==> config.mk <==
export PLATFORM = sky130hd
export DESIGN_NAME = count_uart_tx
export DESIGN_NICKNAME = d
export VERILOG_FILES = /design/src/rtl/count_uart_tx.sv
export SDC_FILE = /design/constraint.sdc
export NUM_CORES = 1
export LEC_CHECK = 0
export CAP_MARGIN = 0
export CORE_ASPECT_RATIO = 0.8
export CORE_MARGIN = 5
export CORE_UTILIZATION = 35
export DETAILED_ROUTE_END_ITERATION = 8
export GPL_ROUTABILITY_DRIVEN = 0
export PLACE_DENSITY = 0.59
export SLEW_MARGIN = 20
export SYNTH_ARGS = -nofsm -noshare
export SYNTH_HDL_FRONTEND = slang
export SYNTH_SLANG_ARGS = --single-unit
==> constraint.sdc <==
create_clock -name clk -period 2.7 [get_ports clk]
set_input_delay 0.405 -clock clk [delete_from_list [all_inputs] [get_ports clk]]
set_output_delay 0.405 -clock clk [all_outputs]
set_load 0.1 [all_outputs]
==> src/rtl/count_uart_tx.sv <==
// UART transmitter that serialises a counter snapshot taken via valid/ready handshake.
// Define UART_PARITY_EN to add an even-parity bit (8E1); the default build is 8N1.
module count_uart_tx #(
   parameter int CLKS_PER_BIT = 87
) (
   input  logic       clk,
   input  logic       rst_n,
   input  logic [7:0] data_in,
   input  logic       data_valid,
   output logic       data_ready,
   output logic       tx,
   output logic       busy
);

   localparam int BAUD_W = (CLKS_PER_BIT > 2) ? $clog2(CLKS_PER_BIT) : 1;
   localparam logic [BAUD_W-1:0] BAUD_LAST = BAUD_W'(CLKS_PER_BIT - 1);
   localparam logic [BAUD_W-1:0] BAUD_PRE  = BAUD_W'(CLKS_PER_BIT - 2);

   generate
      if (CLKS_PER_BIT < 2) begin : g_bad_param
         $error("count_uart_tx: CLKS_PER_BIT must be >= 2");
      end
   endgenerate

`ifdef UART_PARITY_EN
   typedef enum logic [2:0] {IDLE, START, DATA, PARITY, STOP} state_t;
`else
   typedef enum logic [2:0] {IDLE, START, DATA, STOP} state_t;
`endif

   state_t              state_q, state_d;
   logic [BAUD_W-1:0]   baud_q, baud_d;
   logic [2:0]          bit_q, bit_d;
   logic [7:0]          shift_q, shift_d;
   logic                tx_q, tx_d;
   logic                busy_q, busy_d;
   logic                ready_q, ready_d;
   logic                baud_last;
`ifdef UART_PARITY_EN
   logic                par_q, par_d;
`endif

   always_ff @(posedge clk or negedge rst_n) begin
      if (!rst_n) begin
         state_q <= IDLE;
         baud_q  <= '0;
         bit_q   <= '0;
         shift_q <= '0;
         tx_q    <= 1'b1;
         busy_q  <= 1'b0;
         ready_q <= 1'b0;
`ifdef UART_PARITY_EN
         par_q   <= 1'b0;
`endif
      end else begin
         state_q <= state_d;
         baud_q  <= baud_d;
         bit_q   <= bit_d;
         shift_q <= shift_d;
         tx_q    <= tx_d;
         busy_q  <= busy_d;
         ready_q <= ready_d;
`ifdef UART_PARITY_EN
         par_q   <= par_d;
`endif
      end
   end

   assign baud_last = (baud_q == BAUD_LAST);

   always_comb begin
      state_d = state_q;
      baud_d  = baud_last ? '0 : baud_q + 1'b1;
      bit_d   = bit_q;
      shift_d = shift_q;
      tx_d    = tx_q;
      busy_d  = busy_q;
      ready_d = ready_q;
`ifdef UART_PARITY_EN
      par_d   = par_q;
`endif
      case (state_q)
         IDLE: begin
            // IDLE doubles as the last stop-bit cycle, so busy stays high here
            // until the line is really quiet or the next frame starts.
            baud_d  = '0;
            bit_d   = '0;
            tx_d    = 1'b1;
            busy_d  = 1'b0;
            ready_d = 1'b1;
            if (data_valid && ready_q) begin
               shift_d = data_in;
               state_d = START;
               tx_d    = 1'b0;
               busy_d  = 1'b1;
               ready_d = 1'b0;
`ifdef UART_PARITY_EN
               par_d   = ^data_in;
`endif
            end
         end
         START: begin
            if (baud_last) begin
               state_d = DATA;
               tx_d    = shift_q[0];
               bit_d   = '0;
            end
         end
         DATA: begin
            if (baud_last) begin
               if (bit_q == 3'd7) begin
`ifdef UART_PARITY_EN
                  state_d = PARITY;
                  tx_d    = par_q;
`else
                  state_d = STOP;
                  tx_d    = 1'b1;
`endif
               end else begin
                  bit_d   = bit_q + 3'd1;
                  shift_d = shift_q >> 1;
                  tx_d    = shift_q[1];
               end
            end
         end
`ifdef UART_PARITY_EN
         PARITY: begin
            if (baud_last) begin
               state_d = STOP;
               tx_d    = 1'b1;
            end
         end
`endif
         STOP: begin
            // Leave one cycle early: the registered ready is then high in time
            // for an acceptance exactly on the stop bit's final edge.
            if (baud_q == BAUD_PRE) begin
               state_d = IDLE;
               ready_d = 1'b1;
            end
         end
         default: begin
            state_d = IDLE;
            tx_d    = 1'b1;
         end
      endcase
   end

   assign tx         = tx_q;
   assign busy       = busy_q;
   assign data_ready = ready_q;

endmodule

==> metrics.csv <==
metric,value,unit
number of placement rows,19,
Synth top area share,42.07,%
#FFs+latches synth,23,
Max Cap Viol,0,
largest net degree at the start of global routing,24,
Final min period,2104,ps
global-route usage over all layers,10.85,%
vias in the first global route,906,
"Clk pin slew, worst setup/hold paths",80,ps
synthesized instance count,118,
cells along the critical path,ha_1 > ha_1 > or2b_1 > o32a_4 > nor2_8 > mux2_4,
Crit Path Category,register to register,
HPWL Detailed,1890,um
Num Clock Sinks,23,
WP data arrival,2260,ps
Fill cells,358,
Slew HR,65.30,%
dpl cells,173,
worst path setup slack after routing,595.6,ps
final layout net count,156,
RSZ-0062 raised after global routing,false,
HP Class,input pin to async pin,
setup bufs post-CTS,0,
CP dominant cell by count,ha_1,
pre-CTS setup slack,596.3,ps
share of post-route cells with drive strength above 1,22.22,%
Sequential Area,576.8,um^2
CP max-delay cell,dfrtp_1,
final wirelength,2487,um
CTS HTree Levels,1,
Fmax,475.2,MHz
Initial DRC Count,31,
Yosys cell types,33,
"Hold Violations, Final",0,
Post-Syn Nets,138,
"Area growth, synth to finish",17.69,%
DRT antenna net count,0,
Final setup viols,0,
clk_skew,4.504,ps
Crit. End Element,register,
Leak,0.0006729,uW
outcome,"complete, no violations",
CTS tree,built,
Multi-input gate area,696.9,um^2
Core ar.,3518,um^2
total gr overflow,0,
DR WL/cell,14.05,um
clock root buffer,clkbuf_8,
global-route wire length before repair,4264,um
Worst EP required,2860,ps
diode count,0,
period utilisation layout,77.94,%
vias per cell,5.079,
Power Density,1195,nW/um^2
total negative slack,0,ps
fin. max-slew vios,0,
Die X-Extent,78.37,um
initial core utilization,37.20,%
Post-Syn Area,1309,um^2
DR pass1 iterations,4,
die height,64.70,um
Finished Layout Cells,177,
DIE AREA,5070,um^2
"area leader, netlist",dfrtp_1,
Clock Path Buffers,2,
port buffer count,13,
Max VDD drop,0.0006232,V
CTS buffer count,3,
Worst-Margin Slew,517.1,ps
Slowest Stage Delay on Critical Path,410,ps
Worst-Skew Late Latency,270,ps
Synth area leaders,"dfrtp_1 (42%), ha_1 (8.6%), mux2_4 (8.0%)",
via count,899,
# IOs,14,
synthesized area per cell,11.09,um^2
CTS resizes,0,
antenna violations before repair,0,
crit path max fanout,7,
cts hold-fix bufs,0,
Critical Path Start Type,register,
synth warn,0,
"Seq/Total Area, Yosys",44.07,%
DRC,0,
## layout by cell type, fill, tap and decap left out, drive strengths merged
cell type / Yosys / layout
and3: 1 / 1
o311ai: 1 / 1
dfstp: 1 / 1
o31ai: 3 / 3
a32o: 1 / 1
clkbuf: 2 / 3
xnor2: 3 / 3
or2b: 1 / 1
ha: 9 / 9
inv: 6 / 6
clkdlybuf4s50: 0 / 10
nor3: 1 / 1
a21boi: 2 / 2
a221oi: 1 / 1
a21oi: 1 / 1
or3: 1 / 1
nand3: 8 / 8
dfrtp: 22 / 22
mux2: 15 / 15
or3b: 1 / 1
clkinv: 0 / 1
nor2b: 1 / 1
xor2: 2 / 2
o32a: 2 / 2
buf: 1 / 6
o21ai: 4 / 4
o211ai: 3 / 3
nor2: 16 / 16
nand2: 8 / 8
nand4b: 1 / 1
## kinds of logic after synthesis
group                      share of synthesized area, %
AOI/OAI and AO/OA                                 11.47
xor gates and xnor gates                          3.347
adders and majority gates                         8.604
buffers and inverters                             2.677
DFF                                               44.07
muxes                                             14.91
and+or+nand+nor                                   14.91
## path summary, 6_finish.rpt
kind                                from  slack, ps  cells after the start          to
worst min register to register      busy        510                      2        busy
worst min-delay path               rst_n        500                      2   baud_q[2]
min in group clk                    busy        510                      2        busy
worst max register to register  bit_q[0]        600                      6  shift_q[6]
max in group asynchronous          rst_n       1920                      2          tx
worst max-delay path            bit_q[0]        600                      6  shift_q[6]
## report_power, final
part | internal (uW) | leakage, uW | switching, uW | total, uW
logic | 455 | 0.000363 | 555 | 1010
clock network | 103 | 0.0000255 | 113 | 216
registers | 498 | 0.000285 | 116 | 614
total | 1060 | 0.000673 | 784 | 1840
## per-stage QoR
step                      hold WS, ps  instance area [um^2]  total power (uW)  util (%)
after global routing            532.1                  1540              1978     43.78
final                           497.9                  1540              1840     43.78
after floorplan                 109.4                  1309              1415         -
after detailed placement        486.8                  1494              1641     42.46
after global placement          486.2                  1494              1606     42.46
after CTS                       502.7                  1540              1862     43.78
## layer usage
metal | up-vias | share of wire (%) | wire, um | GRT usage [%]
met5 | - | 0 | 0 | 0
met4 | 0 | 1.0 | 26 | 3.275
met3 | 2 | 3.5 | 88 | 3.740
met2 | 7 | 51 | 1256 | 18.06
met1 | 441 | 45 | 1116 | 13.40
li1 | 449 | - | - | -
## synthesized netlist by cell type (all sizes together)
master	count
dfrtp	22
nor2	16
mux2	15
ha	9
nand2	8
nand3	8
inv	6
o21ai	4
o211ai	3
o31ai	3
xnor2	3
a21boi	2
clkbuf	2
o32a	2
xor2	2
a21oi	1
a221oi	1
a32o	1
and3	1
buf	1
dfstp	1
nand4b	1
nor2b	1
nor3	1
o311ai	1
or2b	1
or3	1
or3b	1
## worst max-delay path: cells and delay by family, from the launching register on
kind	cells	cell delay [ps]
adder cells (fa/ha/maj)	2	460
AND/OR/NAND/NOR	2	450
flip-flops	1	410
AO/OA/AOI/OAI	1	350
multiplexers	1	320
## state kept, by name, summed over array words and instances, names as in the netlist
| signal | flops |
|---|---|
| bit_q | 3 |
| state_q | 2 |
| baud_q | 7 |
| tx | 1 |
| data_ready | 1 |
| shift_q | 8 |
| busy | 1 |
## cell type report
cell class | instances | share of cell area [%]
multi-input combinational | 86 | 45.25
sequential | 23 | 37.45
timing repair buffer | 16 | 9.423
tap | 42 | 3.412
clock buffer | 3 | 2.681
inverter | 6 | 1.462
clock inverter | 1 | 0.3249
Power figures use the tool's default switching activity.
